File: config.mk
export PLATFORM = sky130hd
export DESIGN_NAME = filter_feeder
export DESIGN_NICKNAME = d
export VERILOG_FILES = /design/src/rtl/filter_feeder.sv
export SDC_FILE = /design/constraint.sdc
export NUM_CORES = 1
export LEC_CHECK = 0
export CAP_MARGIN = 20
export CORE_MARGIN = 5
export CORE_UTILIZATION = 50
export DETAILED_ROUTE_END_ITERATION = 10
export GPL_TIMING_DRIVEN = 1
export PLACE_DENSITY = 0.73
export SETUP_SLACK_MARGIN = 0.3
export SYNTH_ARGS = -nofsm -noshare
export SYNTH_HDL_FRONTEND = slang
export SYNTH_SLANG_ARGS = --single-unit
File: constraint.sdc
create_clock -name clk -period 6.8 [get_ports clk]
set_input_delay 1.36 -clock clk [delete_from_list [all_inputs] [get_ports clk]]
set_output_delay 1.36 -clock clk [all_outputs]
set_load 0.03 [all_outputs]
File: src/rtl/filter_feeder.sv
// filter_feeder: buffers host samples in a small FIFO and replays them to the
// 3-tap product filter as single-cycle smp_en strobes. Strobes are separated by
// at least GAP idle cycles so the filter's stop/go FSM can re-arm between samples.
// Optional feature: define FEEDER_DEDUP_EN to silently drop a queued sample equal
// to the last one strobed.
module filter_feeder #(
    parameter  int DATA_W = 8,
    parameter  int DEPTH  = 8,
    parameter  int GAP    = 1,
    localparam int ADDR_W = $clog2(DEPTH)
) (
    input  logic              clk,
    input  logic              rst,
    input  logic [DATA_W-1:0] host_data,
    input  logic              host_valid,
    output logic              host_ready,
    output logic [DATA_W-1:0] smp_data,
    output logic              smp_en,
    output logic [ADDR_W:0]   level,
    output logic              busy
);

    typedef enum logic [1:0] {
        IDLE = 2'd0,
        SEND = 2'd1,
        WAIT = 2'd2
    } state_t;

    localparam logic [ADDR_W:0] FULL_LEVEL = (ADDR_W + 1)'(DEPTH);
    localparam logic [7:0]      GAP_RELOAD = 8'(GAP - 1);

    // FIFO storage; read asynchronously so the head is visible in the issue cycle
    logic [DATA_W-1:0] mem [DEPTH];

    logic [ADDR_W-1:0] head_reg;
    logic [ADDR_W-1:0] tail_reg;
    logic [ADDR_W:0]   count_reg;
    logic [DATA_W-1:0] head_data;

    state_t            state_reg;
    state_t            state_next;
    logic [7:0]        gap_cnt_reg;
    logic [7:0]        gap_cnt_next;
    logic              smp_en_next;
    logic [DATA_W-1:0] smp_data_next;

    logic push;
    logic pop;
    logic issue_pt;
    logic dup;

    assign head_data  = mem[head_reg];
    assign host_ready = (count_reg != FULL_LEVEL);
    assign push       = host_valid & host_ready;
    assign level      = count_reg;
    assign busy       = (state_reg != IDLE) | (count_reg != '0);

`ifdef FEEDER_DEDUP_EN
    logic [DATA_W-1:0] last_sent_reg;
    logic              last_vld_reg;

    // A queued sample matching the previous strobe is dropped instead of sent
    assign dup = last_vld_reg && (head_data == last_sent_reg);

    // Remember the value of the most recent strobe
    always_ff @(posedge clk or posedge rst) begin
        if (rst) begin
            last_sent_reg <= '0;
            last_vld_reg  <= 1'b0;
        end else if (smp_en_next) begin
            last_sent_reg <= smp_data_next;
            last_vld_reg  <= 1'b1;
        end
    end
`else
    assign dup = 1'b0;
`endif

    // Sample storage write at the tail; contents need no reset
    always_ff @(posedge clk) begin
        if (push) begin
            mem[tail_reg] <= host_data;
        end
    end

    // FIFO pointers and occupancy; simultaneous push and pop leaves level unchanged
    always_ff @(posedge clk or posedge rst) begin
        if (rst) begin
            head_reg  <= '0;
            tail_reg  <= '0;
            count_reg <= '0;
        end else begin
            if (push) begin
                tail_reg <= tail_reg + 1'b1;
            end
            if (pop) begin
                head_reg <= head_reg + 1'b1;
            end
            case ({push, pop})
                2'b10:   count_reg <= count_reg + 1'b1;
                2'b01:   count_reg <= count_reg - 1'b1;
                default: count_reg <= count_reg;
            endcase
        end
    end

    // Strobe FSM next-state: issue, hold the strobe one cycle, then count out the gap
    always_comb begin
        state_next    = state_reg;
        gap_cnt_next  = gap_cnt_reg;
        smp_en_next   = 1'b0;
        smp_data_next = smp_data;
        pop           = 1'b0;
        issue_pt      = 1'b0;

        case (state_reg)
            IDLE: begin
                issue_pt = (count_reg != '0);
            end
            SEND: begin
                state_next   = WAIT;
                gap_cnt_next = GAP_RELOAD;
            end
            WAIT: begin
                if (gap_cnt_reg != 8'd0) begin
                    gap_cnt_next = gap_cnt_reg - 8'd1;
                end else if (count_reg != '0) begin
                    issue_pt = 1'b1;
                end else begin
                    state_next = IDLE;
                end
            end
            default: begin
                state_next = IDLE;
            end
        endcase

        // A duplicate is popped silently and the FSM stays at the issue point
        if (issue_pt) begin
            pop = 1'b1;
            if (!dup) begin
                smp_en_next   = 1'b1;
                smp_data_next = head_data;
                state_next    = SEND;
            end
        end
    end

    // FSM state and registered strobe outputs
    always_ff @(posedge clk or posedge rst) begin
        if (rst) begin
            state_reg   <= IDLE;
            gap_cnt_reg <= 8'd0;
            smp_en      <= 1'b0;
            smp_data    <= '0;
        end else begin
            state_reg   <= state_next;
            gap_cnt_reg <= gap_cnt_next;
            smp_en      <= smp_en_next;
            smp_data    <= smp_data_next;
        end
    end

endmodule

Word level (Yosys, flattened, before mapping)
Memories as Yosys holds them, arrays and structs flattened. A register that Yosys moved wholly into a read port is not among the register bits.
Cells that the tools add are included.
{"block": "classes", "add_sub_neg": 5, "n_eq_ne": 9, "mux": 13, "n_bitwise": 2, "n_reduce_logical": 8}
{"cell": "case mux 8 bit (2 select lines)", "count": 1}
{"cell": "2-to-1 mux 8 bit", "count": 1}
{"cell": "case mux 4 bit (2 select lines)", "count": 1}
{"cell": "nonzero test 8 bit", "count": 1}
{"cell": "subtractor 8 x 1 -> 8 bit (second input constant)", "count": 1}
{"cell": "adder 3 x 1 -> 3 bit (second input constant)", "count": 2}
{"cell": "2-to-1 mux 2 bit", "count": 3}
{"cell": "inequality test 3 bit (second input constant)", "count": 2}
{"cell": "case mux 2 bit (3 select lines)", "count": 1}
{"cell": "nonzero test 2 bit", "count": 3}
{"cell": "2-to-1 mux 1 bit", "count": 5}
{"cell": "adder 4 x 1 -> 4 bit (second input constant)", "count": 1}
{"cell": "equality test 2 x 1 -> 1 bit (second input constant)", "count": 2}
{"cell": "equality test 2 bit (second input constant)", "count": 2}
{"cell": "inequality test 2 bit (second input constant)", "count": 2}
{"cell": "inequality test 4 bit (second input constant)", "count": 1}
{"cell": "nonzero test 4 bit", "count": 1}
{"cell": "subtractor 4 x 1 -> 4 bit (second input constant)", "count": 1}
{"cell": "AND reduction 3 bit", "count": 1}
{"cell": "logical NOT 2 bit", "count": 1}
{"cell": "case mux 1 bit (2 select lines)", "count": 1}
{"cell": "AND reduction 2 bit", "count": 1}
{"cell": "bitwise AND 1 bit", "count": 1}
{"cell": "OR 1 bit", "count": 1}
{"block": "word_totals", "register_bits": 21, "ramBits": 64, "in_bits": 11, "out_inout_bits": 15, "wordCells": 44, "n_memories": 1}
{"memory": "mem", "depth": 8, "word_bits": 8, "read_ports": 1, "rd_clocked_by_memory_dff": 1, "write_ports": 1, "line": "33", "source": "logic [DATA_W-1:0] mem [DEPTH];"}

Longest topological paths before layout
Gate-level depths: netlist of the first run.
{"block": "depth", "word_depth": 7, "depth_mapped": 13, "ltp_nobuf": 12}

Worst setup path after synthesis of the first run
OpenSTA, ideal clock, no wires.
{"block": "synth_timing", "kind": "flip-flop to output port", "from": "reg count_reg[1], in the netlist level[1]", "to": "out host_ready", "t_arrival_ns": 1.471, "t_required_ns": 5.440, "slack_ns": 3.969, "path_stages_with_launch": 3, "n_path_buf": 1, "cell_sequence": "dfrtp_1 > clkbuf_1 > or4b_2"}
{"block": "synth_via", "elab_chain_cells": 1}
{"item": "start: declaration", "line": "37", "source": "logic [ADDR_W:0] count_reg;"}
{"item": "start signal: assignment", "line": "100", "source": "2'b10: count_reg <= count_reg + 1'b1;"}
{"item": "start signal: assignment", "line": "101", "source": "2'b01: count_reg <= count_reg - 1'b1;"}
{"item": "start signal: assignment", "line": "102", "source": "default: count_reg <= count_reg;"}
{"item": "inequality test 4 bit", "line": "53", "source": "assign host_ready = (count_reg != FULL_LEVEL);"}
{"item": "end: declaration", "line": "16", "source": "output logic host_ready,"}
No other way between the ends.

Final worst setup path of the first run
{"block": "layout_timing", "from": "reg count_reg[0], in the netlist level[0]", "to": "out busy"}
{"block": "layout_via", "elab_chain_cells": 2}
{"item": "nonzero test 4 bit", "line": "56", "source": "assign busy = (state_reg != IDLE) | (count_reg != '0);"}
{"item": "OR 1 bit", "line": "56"}
{"item": "end: declaration", "line": "20", "source": "output logic busy"}
No other way between the ends.

==> metrics.txt, run 1 <==
status completed; FMAX 0.279 GHz; vias in the first global route 1944; first-pass GRT wire length 10300 microns; Initial DRC Count 136; Wirelength per Cell 17.5 microns; hold crit path type register to register; max-cap violations 0; FF+latch count, synth between 90 and 100; ANT cells 0; final clock skew approximately 0.011 ns; DRC 0; Total Routing Usage GR 0.141; Clock Sinks 93; H-tree levels 3; Pleak between 0.0015 and 0.002 uW; cts bufs inserted 9; Netlist cell types 38; sequential area share after synthesis 0.683; instance count of the mapped netlist ~220; RSZ-0062 raised after global routing false; Critical Path Sink Type output port; Slew Limit Fails 0; Initial Util 0.507; max reg flops 64; worst reg-to-reg path cell count 12; area added between synthesis and finish 14.7%; dpl cell area roughly 4200 sq um; final worst path period share 0.526; PwrDens ~430 nW/um^2; worst-skew pair later-pin latency 0.36 ns; Arrival @ worst endpoint 2.22 ns; clock root cell clkbuf_8; number of port buffers 25; top post-synthesis cells by area edfxtp_1 (50%), dfrtp_1 (19%), mux4_1 (6.1%), mux2_2 (5.2%), mux4_2 (4.1%); WHS Path Cells 1; share of the synthesized area in the top cell type 0.495; hold-fix buffers at CTS 0; GRT Residual Overflow 0; CP Max Fanout 7; most frequent cells in the layout edfxtp_1 (64), dfrtp_1 (29), clkdlybuf4s50_1 (25), mux2_2 (18), nand2_1 (16); Setup-failing EPs final 0; Post-synth EDFFs 64; CP Launch Type register; vias just under 2000; CTS resizes 0; fin area 4450 sq um; Clock Pin Slew Worst Setup and Hold Paths 0.09 ns; Worst slew margin 0.320; I/O Pins 26; Via density about 5.4; Fin Setup TNS 0 ns; setup bufs post-CTS 0; antenna violations before repair 0; layout cell share with drive strength beyond 1 0.194; iteration count of the initial detailed-routing pass 4; Rows 32; area leader, netlist edfxtp_1; Min Clock Period, post-route ~3.6 ns; nets roughly 270; post-DP HPWL slightly above 4000 microns; VDD IR-drop max 0.000154 V; drt total wl 6300 microns; die width 98.1 microns; Worst-Margin Slew roughly 0.99 ns; Max Root-Sink Buffers 2; largest net degree at the start of global routing 30; Synth Cell Area 3880 sq um; commonest non-fill, non-tap cell in the layout edfxtp_1; ANT nets after route 0; fillcell total 580; yosys warns 0; TritonCTS clock tree built; area of the core 7650 sq um; CP required 5.44 ns; syn avg cell area 17.6 sq um; Mapped Nets approximately 240; Die ar. 9620 sq um; top_reg_cell synth edfxtp_1; asr flop ratio synth 0.312; kind of critical path register to output port; die height slightly below 100 microns; final hold viol count 0; GP Congestion 0.741
## routing by layer
layer / GRT usage / wire length [microns]
met4: 0.0735 / 133
met3: 0.0300 / 182
met1: 0.195 / 2900
met2: 0.212 / 3090
met5: 0 / 0
## stage by stage
stage	worst slack, ns	hold slack (ns)	cells	util	power [uW]
3_5_place_dp	3.13	0.484	342	0.551	1510
3_3_place_gp	3.19	0.471	342	0.551	1490
6_report	3.22	0.490	360	0.582	1900
5_1_grt	3.11	0.528	360	0.582	2000
2_1_floorplan	3.97	0.446	221	-	1340
4_1_cts	3.20	0.497	358	0.580	1910
## Yosys cell counts, types with 2 or more instances
| master | number |
|---|---|
| edfxtp_1 | 64 |
| dfrtp_1 | 29 |
| mux2_2 | 18 |
| nand2_1 | 16 |
| mux4_1 | 9 |
| nor2_1 | 9 |
| ha_1 | 7 |
| mux4_2 | 7 |
| inv_1 | 6 |
| mux2i_1 | 6 |
| nor3_1 | 5 |
| xor2_1 | 5 |
| a21oi_1 | 4 |
| clkbuf_1 | 3 |
| nand2b_1 | 3 |
| xnor2_1 | 3 |
| buf_6 | 2 |
| nand3_1 | 2 |
| nor3b_1 | 2 |
| or2_2 | 2 |
| or3_1 | 2 |
## cell type report
class                           count  area (sq um)  share of cell area
Clock buffer                        9           124              0.0278
Clock inverter                      7          96.3              0.0217
Inverter                            6          22.5             0.00506
Multi-Input combinational cell    114          1150               0.258
Sequential cell                    93          2650               0.595
Tap cell                          102           128              0.0287
Timing Repair Buffer               29           282              0.0633
## path summary, 6_finish.rpt
kind                                startpoint             end  slack [ns]
worst max-delay path                  level[0]            busy        3.22
worst min-delay path            gap_cnt_reg[7]  gap_cnt_reg[7]        0.49
worst max register to register  gap_cnt_reg[0]        level[2]        3.98
worst min register to register  gap_cnt_reg[7]  gap_cnt_reg[7]        0.49
max in group asynchronous                  rst        level[0]        5.13
min in group asynchronous                  rst     smp_data[3]        1.38
## worst max-delay path, cell delays in order (launching register included)
cell             delay [ns]
dfrtp_1                0.46
nor4_1                 0.68
nand2_1                0.11
clkdlybuf4s50_1        0.62
## kinds of logic after synthesis
family / synth area share
XOR/XNOR: 0.0181
AO/OA/AOI/OAI: 0.0145
buffers and inverters: 0.0226
AND/OR/NAND/NOR: 0.0665
flip-flops: 0.683
multiplexers: 0.173
adder cells (fa/ha/maj): 0.0226
## power breakdown
| group | internal [uW] | total (uW) | switching, uW |
|---|---|---|---|
| sequential | 734 | 861 | 126 |
| combinational | 343 | 633 | 290 |
| clock | 208 | 403 | 195 |
(Power assumes the default switching activity.)
==> run 2: changes to the inputs <==
- PLACE_DENSITY: 0.73 -> 0.76
- clock period: 6.8 -> 3 ns (I/O delays scaled with it)
==> run 2 against run 1 <==
  * Design area up 2.6%
  * Die area is the same
  * Sequential power grew 130%
  * Register-to-register slack worse by 3.5 ns
  * Global-route usage up 1.4 points
  * Clock-buffer cell count up 1
==> metrics.txt, run 2 (synthesis gave the netlist of run 1 again) <==
CP Max Fanout 12; GRT Residual Overflow 0; worst reg-to-reg path cell count 10; PwrDens 961 nW/um^2; number of port buffers 25; Pleak 0.00170 uW; area of the multi-input gates 1160 sq um; hold-fix buffers at CTS 0; Rows 32; CP Launch Type register; worst-skew pair later-pin latency 0.36 ns; RSZ-0062 raised after global routing false; Setup-failing EPs final 0; worst setup margin 0.466 ns; ANT cells 0; kind of critical path register to register; setup slack, reg-to-reg 0.47 ns; CP startpoint gap_cnt_reg[0]; drt total wl ~6800 microns; status completed; nets around 280; Via density 5.48; max reg flops 64; hold crit path type register to register; Slew Limit Fails 0; Place WS 0.371 ns; die width 98.1 microns; antenna violations before repair 0; H-tree levels 3; setup bufs post-CTS 0; FMAX between 0.3 and 0.4 GHz; post-DP HPWL 4540 microns; cts bufs inserted 9; area added between synthesis and finish 17.7%; Wirelength per Cell 18.3 microns; final hold viol count 0; most frequent cells in the layout edfxtp_1 (64), dfrtp_1 (29), clkdlybuf4s50_1 (23), mux2_2 (18), nand2_1 (16); GP Congestion a little under 0.8; Min Clock Period, post-route 2.53 ns; CP required 3.26 ns; Critical Path Sink Type register; Critical Path End level[3]; ANT nets after route 0; fillcell total around 550; Initial Util 0.507; largest net degree at the start of global routing 30; Worst-Margin Slew 0.876 ns; hold slack 0.523 ns; final worst path period share 0.845; Clock Sinks 93; DRC 0; I/O Pins 26; VDD IR-drop max 0.000531 V; Worst slew margin 0.401; clock root cell clkbuf_8; TritonCTS clock tree built; RR Startpoint gap_cnt_reg[0]; first-pass GRT wire length 11100 microns; iteration count of the initial detailed-routing pass 4; Placed Cells incl. Taps 356; Power Total 4390 uW; Total Routing Usage GR 0.155; Arrival @ worst endpoint 2.79 ns; final std cells w/o fill ~370; Fin Setup TNS 0 ns; die height 98.1 microns; commonest non-fill, non-tap cell in the layout edfxtp_1; Register Area about 2600 sq um; Die ar. 9620 sq um; vias in the first global route 2105; Initial DRC Count 141; layout cell share with drive strength beyond 1 0.241; CTS resizes 0; max-cap violations 0; Reg-to-Reg End level[3]; vias about 2000; Clock Pin Slew Worst Setup and Hold Paths 0.10 ns; area of the core roughly 7600 sq um; Max Root-Sink Buffers 2; final clock skew 0.0102 ns
run 2: cell type report:
type                    count  area share
multi-input cells         114       0.254
clock buffers              10      0.0302
repair buffers             41      0.0858
inverters                   6     0.00493
clock inverters             6      0.0170
flip-flops and latches     93       0.580
well taps                 102      0.0280
run 2: worst min-delay path by stage:
stage	from	depth (start not counted)	slack, ns	to
after floorplan	gap_cnt_reg[7]	1	0.45	gap_cnt_reg[7]
after global placement	gap_cnt_reg[7]	1	0.47	gap_cnt_reg[7]
after detailed placement	gap_cnt_reg[7]	1	0.49	gap_cnt_reg[7]
after CTS	gap_cnt_reg[7]	1	0.50	gap_cnt_reg[7]
after global routing	smp_data[5]	1	0.53	smp_data[5]
final	gap_cnt_reg[7]	1	0.52	gap_cnt_reg[7]
run 2: through the flow:
step / area (sq um) / utilization
floorplan: 3880 / -
global placement: 4330 / 0.567
detailed placement: 4330 / 0.567
CTS: 4550 / 0.595
global route: 4560 / 0.597
finish: 4560 / 0.597
run 2: worst max-delay path, stage by stage, from the launching register on:
cell,delay (ns)
dfrtp_1,0.40
inv_1,0.08
ha_1,0.21
nor3b_2,0.17
a21oi_1,0.36
nor3_2,0.11
buf_6,0.18
ha_1,0.36
nor4bb_1,0.33
a21oi_1,0.10
xnor2_1,0.14
run 2: metal layers:
metal / GRT usage / up-vias / routed length [microns]
li1: - / 944 / -
met1: 0.183 / 1039 / 2680
met2: 0.275 / 44 / 3800
met3: 0.0479 / 10 / 251
met4: 0.0447 / 0 / 83
met5: 0 / - / 0
run 2: power by group:
part / internal [uW] / total, uW / switching [uW]
Sequential: 1660 / 1940 / 274
Combinational: 846 / 1570 / 722
Clock: 425 / 880 / 455
==> variant 1, RTL diff (flow settings as in run 2) <==
Change the parameter `DEPTH` from 8 to 16.
--- a/src/rtl/filter_feeder.sv
+++ b/src/rtl/filter_feeder.sv
@@ -6,5 +6,5 @@
 module filter_feeder #(
     parameter  int DATA_W = 8,
-    parameter  int DEPTH  = 8,
+    parameter  int DEPTH  = 16,
     parameter  int GAP    = 1,
     localparam int ADDR_W = $clog2(DEPTH)
Ports: changed (resized level); port bits go from 26 to 27. No check against the original RTL was run, so the function may have changed too.
==> variant 1 against run 2 <==
Critical path depth is 3 higher. Routed wire length is 87% higher. Sequential power is 58% higher. Die area is 64% higher. First-iteration DRC count is 51% higher. Clock power is 120% higher. Setup slack worse by 0.032 ns. Cell area is 72% higher. Power is 73% higher. Count of clock-buffer cells in the layout is 10 higher. Area after synthesis is 72% higher. Sequential cell count is 67 higher.
==> variant 1: results (changes against run 2) <==
metric	value	unit	change
cp.arrival	2.91	ns	was 2.79 ns
drt-met1-wl	5240	µm	was 2680 µm
holdWs	0.511	ns	was 0.523 ns
synth_fa_ha_area_share	1.87	%	was 2.26%
place_area	7270	µm²	was 4330 µm²
seq_power_share	40.6	%	was 44.2%
h-tree-depth	4		was 3
power_frac_clock	25.9	%	was 20.1%
n_fill_cell	963		was 551
grt_usage	17.3	%	was 15.5%
wl_met2	6610	µm	was 3800 µm
p_sw	2.43	mW	was 1.45 mW
drt-initial-drc-count	213		was 141
num_vias	3523		was 2037
grt_pass1_wl	20600	µm	was 11100 µm
largest_reg_flops	128		was 64
clock_latency	0.42	ns	was 0.36 ns
wl_per_cell	20.7	µm	was 18.3 µm
avgSynthCellArea	17.7	µm²	was 17.6 µm²
root_buffer	clkbuf_16		was clkbuf_8
irDropWorstVdd	0.711	mV	was 0.531 mV
grt_pass1_vias	3708		was 2105
synth_compound_area_share	2.92	%	was 1.45%
synth_common_cells	edfxtp_1, dfrtp_1, mux4_2		was edfxtp_1, dfrtp_1, mux2_2
synth_xor_area_share	1.70	%	was 1.81%
dp_cells	585		was 356
worstMarginPinSlew	0.692	ns	was 0.876 ns
status	completed		unchanged
clock_skew	0.00695	ns	was 0.0102 ns
synth_area_leaders	edfxtp_1, dfrtp_1, mux4_2		was edfxtp_1, dfrtp_1, mux4_1
synth_edf_count	128		was 64
critPathMaxFanout	4		was 12
yosysUniqueCellTypes	49		was 38
clkSlewWorstSetupHoldPaths	0.06	ns	was 0.10 ns
worstSetupEndpoint	level[4]$_DFFE_PP0P_		was level[3]$_DFFE_PP0P_
p_per_area	967	nW/µm²	was 961 nW/µm²
r2r_slack	0.43	ns	was 0.47 ns
nNetsFinal	451		was 283
hp-start	smp_data[5]$_DFFE_PP0P_		was gap_cnt_reg[7]$_DFFE_PP0P_
syn-num-nets	398		was 239
fin_crit_sh	85.5	%	was 84.5%
port_buffers	26		was 25
cts_buffers	17		was 9
variant 1: cell types whose count changed after synthesis, moves of 4 or more:
| cell | delta |
|---|---|
| mux2i_1 | +19 |
| mux2_4 | +6 |
| mux4_1 | -9 |
| mux2_2 | -15 |
| xnor2_1 | +4 |
| o21ai_0 | +4 |
| nand3_1 | +6 |
| inv_1 | +6 |
| clkbuf_1 | +4 |
| nor2_1 | +8 |
| edfxtp_1 | +64 |
| mux4_2 | +25 |
variant 1: area by class of cell:
cell class                      instances  share of cell area, %
Inverter                               12                  0.575
Timing Repair Buffer                   52                   5.85
Tap cell                              176                   2.81
Clock buffer                           20                   5.58
Clock inverter                         10                   1.12
Multi-Input combinational cell        187                   24.7
Sequential cell                       160                   59.4
variant 1: timing repair:
action / in CTS / in global routing
setup endpoints to repair: 0 / 3
gates resized for setup: 0 / 7
setup buffers: 0 / 2
hold buffers: 0 / 0
==> variant 2, RTL diff (config.mk and constraints of run 2) <==
Made on the original files. `smp_data` no longer has a reset.
--- a/src/rtl/filter_feeder.sv
+++ b/src/rtl/filter_feeder.sv
@@ -153,11 +153,13 @@
             gap_cnt_reg <= 8'd0;
             smp_en      <= 1'b0;
-            smp_data    <= '0;
         end else begin
             state_reg   <= state_next;
             gap_cnt_reg <= gap_cnt_next;
             smp_en      <= smp_en_next;
-            smp_data    <= smp_data_next;
         end
+    end
+
+    always_ff @(posedge clk) begin
+        smp_data <= smp_data_next;
     end
 
Check against the original RTL: differs if rst is asserted again (counterexample within 4 cycles, from zero or initial values and one cycle with rst high); with rst held inactive, the same outputs for 10 cycles.
==> variant 2 against run 2 <==
Count of clock-buffer cells in the layout down 1. Setup slack worse by 0.10 ns. Clock skew up 0.00096 ns. Largest power group unchanged. Critical path type is now register to output pin. Area after synthesis unchanged. Routed wire length up 1.7%. Power down 2.9%. Synthesized cell count up 4.1%. Sequential cell count unchanged. Cell area up 0.47%.
==> variant 2: results (changes against run 2) <==
metric	value	unit	change
nNetsFinal	296		was 283
wl_met2	3610	µm	was 3800 µm
globalplace.congestion	0.831		was 0.770
worstMarginPinSlew	0.857	ns	was 0.876 ns
r2r-start	gap_cnt_reg[3]$_DFFE_PP0P_		was gap_cnt_reg[0]$_DFFE_PP0P_
synth_async_sr_flop_share	22.6	%	was 31.2%
n_fill_cell	549		was 551
synth_compound_area_share	4.26	%	was 1.45%
fin_ws	0.363	ns	was 0.466 ns
hpwl	4540	µm	about the same
p_leak	1.63	nW	was 1.70 nW
wl_per_cell	18.0	µm	was 18.3 µm
ff2ff_path_depth	10		unchanged
critPathMaxFanout	9		was 12
yosysSeqAreaShare	69.3	%	was 68.3%
hold_end	level[3]$_DFFE_PP0P_		was gap_cnt_reg[7]$_DFFE_PP0P_
max_stage_delay	0.61	ns	was 0.40 ns
worstSetupEndpoint	host_ready		was level[3]$_DFFE_PP0P_
antenna_found_initial	0		unchanged
drt-met1-wl	2870	µm	was 2680 µm
num_vias	2163		was 2037
grt_use_met1	20.2	%	was 18.3%
synth_cells	230		was 221
p_sw	1.45	mW	about the same
synth_area_leaders	edfxtp_1, dfrtp_1, mux4_2		was edfxtp_1, dfrtp_1, mux4_1
fin_cells	385		was 372
r2r_end	level[2]$_DFFE_PP0P_		was level[3]$_DFFE_PP0P_
grt_usage	15.2	%	was 15.5%
use_met3	3.07	%	was 4.79%
syn-num-nets	248		was 239
grt_pass1_wl	11200	µm	was 11100 µm
yosysWarningCount	0		unchanged
cp.arrival	2.04	ns	was 2.79 ns
grt_max_degree	22		was 30
irDropWorstVdd	0.395	mV	was 0.531 mV
dp_cells	364		was 356
holdWs	0.514	ns	was 0.523 ns
wl_met3	363	µm	was 251 µm
crit_start	level[1]$_DFFE_PP0P_		was gap_cnt_reg[0]$_DFFE_PP0P_
drt-initial-drc-count	137		was 141
place_area	4350	µm²	was 4330 µm²
clock_skew	0.0112	ns	was 0.0102 ns
crit_slowest_cell	clkdlybuf4s50_1		was dfrtp_1
hp-start	level[3]$_DFFE_PP0P_		was gap_cnt_reg[7]$_DFFE_PP0P_
drive_above_1_share	26.9	%	was 24.1%
maxUsedRoutingLayer	met4		unchanged
synth_mux_area_share	12.9	%	was 17.3%
pre_cts_slack	0.267	ns	was 0.371 ns
synth_xor_area_share	1.81	%	unchanged
yosysUniqueCellTypes	42		was 38
synth_edf_count	72		was 64
synth_common_cells	edfxtp_1, dfrtp_1, mux4_2		was edfxtp_1, dfrtp_1, mux2_2
r2r_slack	0.43	ns	was 0.47 ns
status	completed		unchanged
gr-usage-met2	24.3	%	was 27.5%
-- variant 2: layout make-up --
class | instances | area [µm²] | area share, %
clock buffer | 9 | 124 | 2.70
clock inverter | 7 | 67.6 | 1.47
inverter | 5 | 18.8 | 0.409
multi-input combinational | 122 | 1140 | 24.9
sequential | 93 | 2690 | 58.6
tap | 102 | 128 | 2.78
timing repair buffer | 47 | 415 | 9.06
-- variant 2: power by group through the flow --
stage	combinational [mW]	sequential (mW)	clock, mW
after floorplan	0.937	2.05	0
after global placement	1.48	1.99	0
after detailed placement	1.51	2.00	0
after CTS	1.51	1.98	0.814
after global routing	1.61	2.01	0.875
final	1.49	1.97	0.800
-- variant 2: repair_timing --
item,4_1_cts,5_1_grt
gates resized for setup,1,2
pin swaps,0,2
buffers inserted,0,5
setup endpoints to repair,2,3
-- variant 2: worst max-delay path, delay by kind of cell, from the launching register on --
kind          cells  cell delay [ns]
buf+inv           1             0.61
flops             1             0.49
simple gates      1             0.58
